===== src/rtl/cfar_threshold_gen.sv =====
`default_nettype none
// ============================================================================
//  Module   : cfar_threshold_gen
//  Purpose  : Sliding-window CFAR threshold generator. Holds a window of
//             L = 2N + 2G + 1 magnitude samples, keeps running sums of the
//             leading and lagging reference cells, and emits the cell under
//             test together with a scaled, saturated detection threshold.
//  Options  : CFAR_GO_EN defined   -> greatest-of CFAR (max of the two sides)
//             CFAR_GO_EN undefined -> cell-averaging CFAR (mean of both sides)
//  Ports    : iCLK  - clock, rising edge
//             iRST  - asynchronous active-high reset
//             iEN   - sample strobe, iDATA/iK accepted when high
//             iCLR  - synchronous frame restart (empties the window)
//             iDATA - magnitude sample, IL bits unsigned
//             iK    - threshold scale factor, KW bits, 3 fractional bits
//             oDATA - cell under test aligned with oTH
//             oTH   - threshold for oDATA, saturated to 2^IL-1
//             oEN   - one-cycle strobe marking valid oDATA/oTH
//  Revision : 1.0 - initial release
// ============================================================================
module cfar_threshold_gen #(
    parameter int IL    = 10,
    parameter int LOG2N = 3,
    parameter int G     = 2,
    parameter int KW    = 6
) (
    input  logic          iCLK,
    input  logic          iRST,
    input  logic          iEN,
    input  logic          iCLR,
    input  logic [IL-1:0] iDATA,
    input  logic [KW-1:0] iK,
    output logic [IL-1:0] oDATA,
    output logic [IL-1:0] oTH,
    output logic          oEN
);

    // ------------------------------------------------------------------------
    // Derived constants
    // ------------------------------------------------------------------------
    localparam int c_N   = 1 << LOG2N;          // reference cells per side
    localparam int c_L   = 2 * c_N + 2 * G + 1; // window length
    localparam int c_CUT = c_N + G;             // cell-under-test position
    localparam int c_KF  = 3;                   // fractional bits of iK
    localparam int c_SW  = IL + LOG2N;          // one-side sum width
    localparam int c_RW  = c_SW + 1;            // reference path width
    localparam int c_PW  = c_RW + KW;           // product width
    localparam int c_FW  = $clog2(c_L + 1);     // fill counter width

    localparam logic [c_FW-1:0] c_FULL  = c_FW'(c_L);
    localparam logic [c_PW-1:0] c_THMAX = {{(c_PW - IL){1'b0}}, {IL{1'b1}}};

    // ------------------------------------------------------------------------
    // State
    // ------------------------------------------------------------------------
    logic [IL-1:0]   r_win [c_L];   // index 0 = newest, c_L-1 = oldest
    logic [c_SW-1:0] r_sumLead;     // sum of positions 0 .. N-1
    logic [c_SW-1:0] r_sumLag;      // sum of positions N+2G+1 .. L-1
    logic [c_FW-1:0] r_fill;        // accepted samples this frame, saturates at L
    logic [IL-1:0]   r_outData;
    logic [IL-1:0]   r_outTh;
    logic            r_outEn;

    // ------------------------------------------------------------------------
    // Combinational next-state values
    // ------------------------------------------------------------------------
    logic            w_accept;
    logic [c_FW-1:0] w_fillNext;
    logic [c_SW-1:0] w_sumLeadNext;
    logic [c_SW-1:0] w_sumLagNext;
    logic [c_RW-1:0] w_refLevel;
    logic [c_PW-1:0] w_product;
    logic [c_PW-1:0] w_scaled;
    logic [IL-1:0]   w_threshold;

    // A clear takes priority; a sample arriving with the clear is handled
    // inside the clear branch as the first sample of the new frame.
    assign w_accept   = iEN & ~iCLR;
    assign w_fillNext = (r_fill == c_FULL) ? r_fill : r_fill + c_FW'(1);

    // Incremental sums. On a shift the cell at N-1 moves into the guard zone
    // and the cell at N+2G moves from the guard zone into the lagging side.
    // The modular arithmetic is exact because the result always fits.
    assign w_sumLeadNext = r_sumLead
                         + {{LOG2N{1'b0}}, iDATA}
                         - {{LOG2N{1'b0}}, r_win[c_N-1]};
    assign w_sumLagNext  = r_sumLag
                         + {{LOG2N{1'b0}}, r_win[c_N+2*G]}
                         - {{LOG2N{1'b0}}, r_win[c_L-1]};

`ifdef CFAR_GO_EN
    // Greatest-of: mean of the larger reference side.
    logic [c_SW-1:0] w_sumMax;
    assign w_sumMax   = (w_sumLeadNext > w_sumLagNext) ? w_sumLeadNext : w_sumLagNext;
    assign w_refLevel = {1'b0, w_sumMax} >> LOG2N;
`else
    // Cell-averaging: mean of all 2N reference cells, truncated.
    logic [c_RW-1:0] w_sumBoth;
    assign w_sumBoth  = {1'b0, w_sumLeadNext} + {1'b0, w_sumLagNext};
    assign w_refLevel = w_sumBoth >> (LOG2N + 1);
`endif

    // Full-width scale, drop the fractional bits, then clamp to IL bits.
    assign w_product   = {{KW{1'b0}}, w_refLevel} * {{c_RW{1'b0}}, iK};
    assign w_scaled    = w_product >> c_KF;
    assign w_threshold = (w_scaled > c_THMAX) ? {IL{1'b1}} : w_scaled[IL-1:0];

    // ------------------------------------------------------------------------
    // Window shift register
    // ------------------------------------------------------------------------
    always_ff @(posedge iCLK or posedge iRST) begin
        if (iRST) begin
            for (int p = 0; p < c_L; p++) begin
                r_win[p] <= '0;
            end
        end else if (iCLR) begin
            for (int p = 1; p < c_L; p++) begin
                r_win[p] <= '0;
            end
            r_win[0] <= iEN ? iDATA : '0;
        end else if (iEN) begin
            for (int p = 1; p < c_L; p++) begin
                r_win[p] <= r_win[p-1];
            end
            r_win[0] <= iDATA;
        end
    end

    // ------------------------------------------------------------------------
    // Running sums and fill counter
    // ------------------------------------------------------------------------
    always_ff @(posedge iCLK or posedge iRST) begin
        if (iRST) begin
            r_sumLead <= '0;
            r_sumLag  <= '0;
            r_fill    <= '0;
        end else if (iCLR) begin
            // The new frame's first sample lands at position 0, a leading cell.
            r_sumLead <= iEN ? {{LOG2N{1'b0}}, iDATA} : '0;
            r_sumLag  <= '0;
            r_fill    <= iEN ? c_FW'(1) : '0;
        end else if (w_accept) begin
            r_sumLead <= w_sumLeadNext;
            r_sumLag  <= w_sumLagNext;
            r_fill    <= w_fillNext;
        end
    end

    // ------------------------------------------------------------------------
    // Output register: one cycle after an accepted sample that leaves the
    // window full. The new CUT is the cell currently one position younger.
    // ------------------------------------------------------------------------
    always_ff @(posedge iCLK or posedge iRST) begin
        if (iRST) begin
            r_outEn   <= 1'b0;
            r_outData <= '0;
            r_outTh   <= '0;
        end else begin
            r_outEn <= 1'b0;
            if (w_accept && (w_fillNext == c_FULL)) begin
                r_outEn   <= 1'b1;
                r_outData <= r_win[c_CUT-1];
                r_outTh   <= w_threshold;
            end
        end
    end

    assign oEN   = r_outEn;
    assign oDATA = r_outData;
    assign oTH   = r_outTh;

endmodule
`default_nettype wire


===== config.mk =====
export PLATFORM = sky130hd
export DESIGN_NAME = cfar_threshold_gen
export DESIGN_NICKNAME = d
export VERILOG_FILES = /design/src/rtl/cfar_threshold_gen.sv
export SDC_FILE = /design/constraint.sdc
export NUM_CORES = 1
export LEC_CHECK = 0
export BUFFER_PORTS_ARGS = -buffer_cell sky130_fd_sc_hd__buf_4
export CAP_MARGIN = 20
export CORE_UTILIZATION = 28
export CTS_CLUSTER_SIZE = 8
export DETAILED_ROUTE_END_ITERATION = 7
export GPL_TIMING_DRIVEN = 0
export PLACE_DENSITY = 0.52
export SYNTH_ARGS = -nofsm -noshare
export SYNTH_HDL_FRONTEND = slang
export SYNTH_SLANG_ARGS = --single-unit

===== constraint.sdc =====
create_clock -name iCLK -period 8.45 [get_ports iCLK]
set_input_delay 1.69 -clock iCLK [delete_from_list [all_inputs] [get_ports iCLK]]
set_output_delay 1.69 -clock iCLK [all_outputs]
set_load 0.02 [all_outputs]

## Yosys cells after proc, flatten, opt, wreduce, memory -nomap -nowiden

Cells that the tools add are included.

| storage, ports and cells | value |
|---|---|
| register bits after elaboration | 262 |
| bits of input ports | 20 |
| output and inout port bits | 21 |

| operators by class | value |
|---|---|
| add/sub/neg operators | 6 |
| multipliers | 1 |
| order comparisons | 1 |
| eq/ne operators | 2 |
| multiplexer cells | 14 |
| bitwise logic cells | 2 |
| reductions and logical operators | 3 |

Operator list:

| operator | number |
|---|---|
| 210-bit two-way mux | 2 |
| 13-bit two-way mux | 4 |
| 10-bit two-way mux | 3 |
| 13-bit by 10-bit adder with 13-bit output | 2 |
| 13-bit by 10-bit subtractor with 13-bit output | 2 |
| 10-bit by 6-bit multiplier with 16-bit output | 1 |
| 5-bit two-way mux | 3 |
| 13-bit by 13-bit adder with 14-bit output | 1 |
| 13-bit by 10-bit > comparator with 1-bit output (second input constant) | 1 |
| 5-bit equality test (second input constant) | 2 |
| 5-bit by 1-bit adder with 5-bit output (second input constant) | 1 |
| 2-bit nonzero test | 2 |
| 1-bit two-way mux | 2 |
| 1-bit AND | 1 |
| 1-bit logical AND | 1 |
| 1-bit inverter | 1 |

## Logic depth before layout (Yosys ltp)

Gate-level depths: netlist of run 1.

| depth | value |
|---|---|
| word-level depth | 6 |
| mapped depth | 33 |
| mapped depth without buffers | 33 |

## Least setup slack after synthesis of run 1

No wires, ideal clock.

| timing | value |
|---|---|
| path type | input -> register |
| from | input iDATA[1] |
| to | register r_outTh[0], in the netlist oTH[0] |
| arrival time | 8.224 ns |
| slack | 0.104 ns |
| stages | 32 |
| path buffers | 0 |
| path through | inv_1 fa_1 inv_1 ha_1 a21o_1 a21oi_1 nor2b_1 o31ai_1 a211o_1 nor2b_1 xnor2_1 ha_1 o21ai_0 nand2b_1 o31a_1 a41o_1 xor2_1 nand2_1 fa_1 inv_1 fa_1 inv_1 fa_1 inv_1 ha_1 o21a_1 nor2_1 a211oi_1 o41ai_1 xnor2_1 nand4_4 o22a_1 |

| between the ends | value |
|---|---|
| word-level cells in the longest chain between the ends | 6 |

Ends and longest elaborated chain:

| element | line | text |
|---|---|---|
| start, declared | 31 | `input logic [IL-1:0] iDATA,` |
| 13-bit by 10-bit adder with 13-bit output * | 85 | `+ {{LOG2N{1'b0}}, iDATA}` |
| 13-bit by 10-bit subtractor with 13-bit output * | 86 | `- {{LOG2N{1'b0}}, r_win[c_N-1]};` |
| 13-bit by 13-bit adder with 14-bit output * | 99 | `assign w_sumBoth = {1'b0, w_sumLeadNext} + {1'b0, w_sumLagNext};` |
| 10-bit by 6-bit multiplier with 16-bit output * | 104 | `assign w_product = {{KW{1'b0}}, w_refLevel} * {{c_RW{1'b0}}, iK};` |
| 13-bit by 10-bit > comparator with 1-bit output | 106 | `assign w_threshold = (w_scaled > c_THMAX) ? {IL{1'b1}} : w_scaled[IL-1:0];` |
| 10-bit two-way mux * | 106 |  |
| end signal, assigned | 163 | `r_outTh <= w_threshold;` |
| end, declared | 61 | `logic [IL-1:0] r_outTh;` |

Mark *: on every way between the ends. The rest lies on a longest branch, timed or not.
A chain may end at the register's enable or synchronous reset.

## Worst setup path in the final report of run 1

| timing | value |
|---|---|
| from | input iDATA[1] |
| to | register r_outTh[9], in the netlist oTH[9] |

The elaborated chain is that of the path after synthesis.

==> results of run 1 <==
sequential cells by signal, summed over array words and instances (netlist names):
name and flops:
oEN 1, oTH 10, oDATA 10, r_sumLead 13
r_win 210, r_sumLag 13, r_fill 5
power groups by stage:
| stage | combinational [mW] | sequential [mW] | clock [mW] |
|---|---|---|---|
| 3_5_place_dp | 4.57 | 1.32 | 0 |
| 6_report | 4.93 | 1.31 | 1.36 |
| 4_1_cts | 4.77 | 1.30 | 1.41 |
| 3_3_place_gp | 4.53 | 1.33 | 0 |
| 5_1_grt | 5.66 | 1.31 | 1.45 |
| 2_1_floorplan | 3.71 | 1.32 | 0 |
worst min path at each step:
stage | startpoint | to | slack [ns] | cells after the start
final | oDATA[1] | oDATA[1] | 0.48 | 2
after global routing | oDATA[0] | oDATA[0] | 0.51 | 2
after CTS | r_sumLead[4] | r_sumLead[4] | 0.49 | 2
after detailed placement | oDATA[4] | oDATA[4] | 0.47 | 2
after global placement | oDATA[9] | oDATA[9] | 0.46 | 2
after floorplan | r_sumLead[4] | r_sumLead[4] | 0.45 | 2
cell type report:
type	count	area, um2	area share, %
Buffer	61	254	1.48
Tap cell	680	851	4.95
Inverter	137	518	3.02
Sequential cell	262	6560	38.2
Timing Repair Buffer	59	531	3.09
Clock inverter	2	16.3	0.0947
Clock buffer	43	1000	5.83
Multi-Input combinational cell	919	7450	43.4
worst register-to-register path, delay by kind of cell, from the launching register on:
| kind | cells | cell delay, ns |
|---|---|---|
| buf+inv | 5 | 0.28 |
| fa+ha+maj | 7 | 2.98 |
| simple gates | 8 | 1.41 |
| compound gates | 9 | 2.07 |
| flops | 1 | 0.41 |
| xor+xnor | 2 | 0.34 |
metal layers:
layer,part of all wire [%],vias to the layer above
li1,-,4774
met1,49,4915
met2,45,149
met3,3.1,52
met4,2.3,0
met5,0,-
logic make-up after synthesis:
group                      Yosys count
and+or+nand+nor                    399
DFF                                262
muxes                              216
buffers and inverters              198
AOI/OAI and AO/OA                  149
adders and majority gates          115
xor gates and xnor gates            39
cells in the mapped netlist, types with 3 or more instances:
cell type  instances  share of area, %
a211o_1            3              0.18
xor2_1            10              0.60
a21o_1            14              0.72
a21oi_1           29               1.0
and2_1            32               1.4
and3_1             4              0.17
o31ai_1            4              0.21
mux2_2             4              0.31
buf_1             19              0.49
o21a_1            12              0.62
inv_1            137               3.5
o21ai_0           15              0.52
a22o_1            19               1.1
a31oi_1            4              0.17
xnor2_1           29               1.7
clkbuf_1          22              0.57
dfrtp_1          262                45
buf_2             20              0.69
a211oi_1           5              0.26
or3_1              5              0.22
nor4_1             3              0.13
ha_1              62               5.3
fa_1              53               7.3
nor2b_1            9              0.39
a221o_1            3              0.21
nand3_1            8              0.28
nand2b_1           7              0.30
o22a_1            11              0.66
o31a_1             4              0.24
mux2i_1          212                15
o21bai_1           4              0.21
nor3_1            11              0.38
nor2_1           234               6.0
nand2_1           69               1.8
what timing repair did:
action                                  in CTS  in global routing
gates resized for setup                     17                 20
hold endpoints to repair                     0                  0
setup buffers                                2                 13
gates cloned                                 1                  0
endpoints found under the setup margin      10                 10
hold buffers                                 0                  0
pin swaps                                    7                 22
metrics by stage:
stage	setup TNS, ns	utilization [%]	hold WS (ns)	setup slack [ns]
floorplan	0	-	0.450	0.104
detailed placement	-9.98	30.8	0.468	-1.01
finish	0	33.5	0.484	0.262
global route	-0.0138	33.5	0.515	-0.00825
CTS	0	33.1	0.488	0.0221
global placement	-9.50	30.5	0.462	-0.956
==> reports/metrics.yaml, run 1 <==
sta:
  finalSetupViolCount: 0
  finClkSkew_ns: 0.0184
  worst_slew_pin_slew_ns: 0.957
  fmax_mhz: 122
  maxSlewHeadroom_pct: 35.9
  final-max-slew-violation-count: 0
  fin_crit_ns: 8.19
  finalCritPeriodShare_pct: 96.9
  final_hold_viol_count: 0
synth:
  synth_top_family_by_area: "multiplexers"
  synth-simple-area-share_pct: 12.1
  synthMuxAreaShare_pct: 14.9
  ys_types: 62
  syn_area_per_cell_um2: 10.5
  ys_seq_area_share_pct: 45.1
  synth_edf_count: 0
  netlist_instances: 1378
  synth_fa_ha_area_share_pct: 12.6
  synth_flop_cell: "dfrtp_1"
  ys_warn_count: 0
  synth_area_mm2: 0.0145
  async_reset_ff_share_pct: 100
  synth_xor_area_share_pct: 2.35
  ys_seq_elements: 262
  syn-num-nets: 1513
  synth_compound_gate_area_share_pct: 7.54
grt:
  antenna_found_initial: 1
  gr-usage-met3_pct: 1.86
  grt_pass1_vias: 10269
  grt_overflow: 0
  grt_pass1_wl_mm: 55.7
  grt-busiest-layer: "met2"
  use_met1_pct: 18.4
  grt_max_degree: 43
  grt_usage_pct: 13.2
  met2_usage_pct: 20.8
detailed_routing:
  vias_per_cell: 4.57
  antenna_left: 0
  firstDrtPassIters: 5
  routed_wl_mm: 34.0
  wl_per_cell_um: 15.7
  drc: 0
  detail_route.iter0.violations: 419
  dr_total_vias: 9890
setup_path:
  crit_family: "adder cells"
  critical_path_arrival_ns: 8.60
  worst_r2r_path_depth: 31
  start_kind: "primary input"
  cpPeakStageDelay_ns: 0.54
  worst-path-buf-inv: 7
  cp.required_ns: 8.86
  reg2reg_slack_ns: 0.87
  setup.worst_path.class: "primary input to flip-flop"
  cp_slowest_cell: "fa_1"
  timing.rr.end: "oTH[9]"
  r2r_start: "r_win[82]"
  worstPathMaxFanout: 6
  crit_top_cell: "fa_1"
  crit_end: "oTH[9]"
  cp-startpoint: "iDATA[1]"
  worstSetupEndpointType: "flip-flop"
  path_depth: 31
cells_and_area:
  layout_common_cells: "dfrtp_1 (262), nor2_1 (232), mux2i_1 (212)"
  fillers: 5229
  final_common_cell: "dfrtp_1"
  drive_gt1_share_pct: 11.7
  nets: 1614
  final_area_mm2: 0.0172
  synthToLayoutAreaGrowth_pct: 18.2
  diodes: 0
  final_cell_count_no_fill: 2163
die:
  start_util_pct: 28.3
  dieArea_mm2: 0.0528
  core_area_mm2: 0.0513
  die_height_um: 230
  core.rowCount: 83
  die_x_um: 230
  io_pins: 41
clock_network:
  clkTransAtPathRegs_ns: 0.04
  cts_buffer_depth: 3
  clock_latency_ns: 0.54
  clock-sinks: 262
  cts_tree: "done"
  clockRootBuffer: "clkbuf_16"
  htree_num_levels: 2
  cts_buffers: 39
min_path:
  hold_class: "flip-flop to flip-flop"
power_and_ir_drop:
  combPwrFrac_pct: 64.9
  pwr-share-seq_pct: 17.2
  fin_total_pwr_mw: 7.60
  p_int_mw: 4.32
  leakage_nw: 8.66
  switching_share_pct: 43.1
  vdd_drop_max_mv: 0.550
  p_sw_mw: 3.28
  p_per_area_mw_per_mm2: 442
  clkPwrFrac_pct: 17.9
run_status:
  status: "finished clean"
placed_design:
  dpl_cell_area_mm2: 0.0158
  place_congestion: 0.826
  dp_hpwl_mm: 25.1
  place_inst: 2102
  portBuffers: 37
run:
  drv_cap: 0
Note: power is estimated with default switching activity, not from simulation.
==> run 2: changes to the inputs <==
--- a/config.mk
+++ b/config.mk
@@ -12,6 +12,7 @@
 export DETAILED_ROUTE_END_ITERATION = 7
 export GPL_TIMING_DRIVEN = 0
 export PLACE_DENSITY = 0.52
+export REMOVE_ABC_BUFFERS = 1
 export SYNTH_ARGS = -nofsm -noshare
 export SYNTH_HDL_FRONTEND = slang
 export SYNTH_SLANG_ARGS = --single-unit
==> run 2 against run 1 <==
Cell count is 2.5% lower. Sequential cell count stayed put. Utilization is 0.20 points lower.
==> reports/metrics.yaml, run 2 (synthesized netlist as in run 1, its figures left out) <==
run_status:
  status: "finished clean"
clock_network:
  clock_latency_ns: 0.53  # about the same
  clkTransAtPathRegs_ns: 0.05  # about the same
  htree_num_levels: 2  # unchanged
  cts_buffer_depth: 3  # unchanged
  cts_buffers: 38  # -2.6%
  clock-sinks: 262  # unchanged
  clockRootBuffer: "clkbuf_16"
  cts_tree: "done"
cells_and_area:
  final_common_cell: "dfrtp_1"
  final_core_util_pct: 33.3  # -0.20 points
  synthToLayoutAreaGrowth_pct: 17.5
  reg_top3: "r_win: 210 flops, r_sumLag: 13 flops, r_sumLead: 13 flops"
  ff_latch_area_mm2: 0.00656  # unchanged
  nets: 1560  # -3.3%
  fillers: 5245  # +0.31%
  regMostFlops: "r_win"
  multi_input_area_mm2: 0.00751  # +0.77%
  drive_gt1_share_pct: 11.8  # +0.099 points
  largest_reg_flops: 210  # unchanged
  layout_common_cells: "dfrtp_1 (262), nor2_1 (232), mux2i_1 (212)"
die:
  core_area_mm2: 0.0513  # unchanged
  die_x_um: 230  # unchanged
  core.rowCount: 83  # unchanged
  dieArea_mm2: 0.0528  # unchanged
  start_util_pct: 28.3  # unchanged
  io_pins: 41  # unchanged
  die_height_um: 230  # unchanged
run:
  drv_cap: 0  # unchanged
detailed_routing:
  wl_per_cell_um: 14.3  # -9.4%
  firstDrtPassIters: 4  # -1
  routed_wl_mm: 30.1  # -12%
  antenna_left: 0  # unchanged
  vias_per_cell: 4.55  # -0.59%
  detail_route.iter0.violations: 435  # +3.8%
  dr_total_vias: 9586  # -3.1%
  drc: 0  # unchanged
sta:
  finClkSkew_ns: 0.0157  # -0.00268 ns
  fmax_mhz: 122  # -0.29%
  worst_slew_pin_slew_ns: 1.01  # +0.0487 ns
  finalSetupViolCount: 0  # unchanged
  finalCritPeriodShare_pct: 97.2  # +0.28 points
  final_hold_viol_count: 0  # unchanged
  final-max-slew-violation-count: 0  # unchanged
  fin_setup_tns_ns: 0  # unchanged
  maxSlewHeadroom_pct: 32.7  # -3.3 points
  fin_crit_ns: 8.21  # +0.0235 ns
grt:
  grt_overflow: 0  # unchanged
  grt_pass1_vias: 9559  # -6.9%
  antenna_found_initial: 1  # unchanged
  grt_pass1_wl_mm: 49.7  # -11%
  grt_max_degree: 128  # +200%
  grt_usage_pct: 11.3  # -1.9 points
setup_path:
  setup.worst_path.class: "primary input to flip-flop"
  critical_path_arrival_ns: 8.62  # +0.02 ns
  cp.required_ns: 8.85  # about the same
  crit_top_cell: "inv_1"
  cpPeakStageDelay_ns: 0.53  # about the same
  worstPathMaxFanout: 8  # +2
  worstSetupEndpointType: "flip-flop"
  start_kind: "primary input"
  cp_slowest_cell: "fa_1"
placed_design:
  place_congestion: 0.802  # -3.0%
  dp_hpwl_mm: 19.6  # -22%
  portBuffers: 40  # +8.1%
min_path:
  hold_class: "flip-flop to flip-flop"
==> run 2: cell count changes in the layout (fill, tap and decap cells not counted), moves of 3 or more <==
cell      change
buf_4         +7
buf_2        -20
buf_16        +5
buf_1        -19
clkbuf_1     -23
buf_8         +3
buf_12        -7
==> run 2: path summary, 6_finish.rpt <==
check	start	endpoint	slack, ns	depth (start not counted)
max in group asynchronous	iRST	r_win[171]	6.40	3
min reg2reg	oDATA[3]	oDATA[3]	0.48	2
min	oDATA[3]	oDATA[3]	0.48	2
max	iDATA[7]	oTH[0]	0.24	33
min in group asynchronous	iRST	r_win[76]	1.13	2
max reg2reg	r_win[1]	oTH[0]	0.86	32
==> run 2: cell type report <==
class                   instances  share of cell area [%]
clock inverters                 2                   0.168
inverters                     137                    3.05
well taps                     680                    4.98
repair buffers                 67                    3.66
diodes                          1                  0.0147
multi-input cells             919                    44.0
clock buffers                  41                    5.76
flip-flops and latches        262                    38.4
==> run 2: timing repair <==
item	4_1_cts	5_1_grt
hold buffers	0	0
pin swaps	3	30
resized for setup	8	39
setup buffers	1	20
hold endpoints to repair	0	0
setup endpoints to repair	10	10
gates cloned	0	1
==> run 2: worst max-delay path, delay by kind of cell <==
family          cells  cell delay [ns]
fa+ha+maj           7             3.00
compound gates     11             2.27
simple gates        5             0.61
buf+inv             7             0.53
xor+xnor            3             0.50
==> run 2: routing by layer <==
layer / wire length [um] / global-route usage, % / vias to the layer above
li1: - / - / 4672
met3: 848 / 1.93 / 50
met5: 0 / 0 / -
met1: 14700 / 15.7 / 4758
met4: 639 / 3.31 / 0
met2: 13900 / 17.9 / 106
==> run 2: metrics by stage <==
stage / hold WS [ns] / std cells / cell area (um2) / setup WS, ns
3_5_place_dp: 0.465 / 2043 / 15600 / -0.939
2_1_floorplan: 0.450 / 1317 / 14300 / -0.452
3_3_place_gp: 0.465 / 2037 / 15400 / -3.77
6_report: 0.480 / 2109 / 17100 / 0.238
4_1_cts: 0.484 / 2087 / 16700 / 0.0399
5_1_grt: 0.502 / 2109 / 17100 / -0.118
Power of run 2 is left out: the tool's default activity adds up to more than one toggle a clock period on the data nets, which glitch-free logic cannot reach.
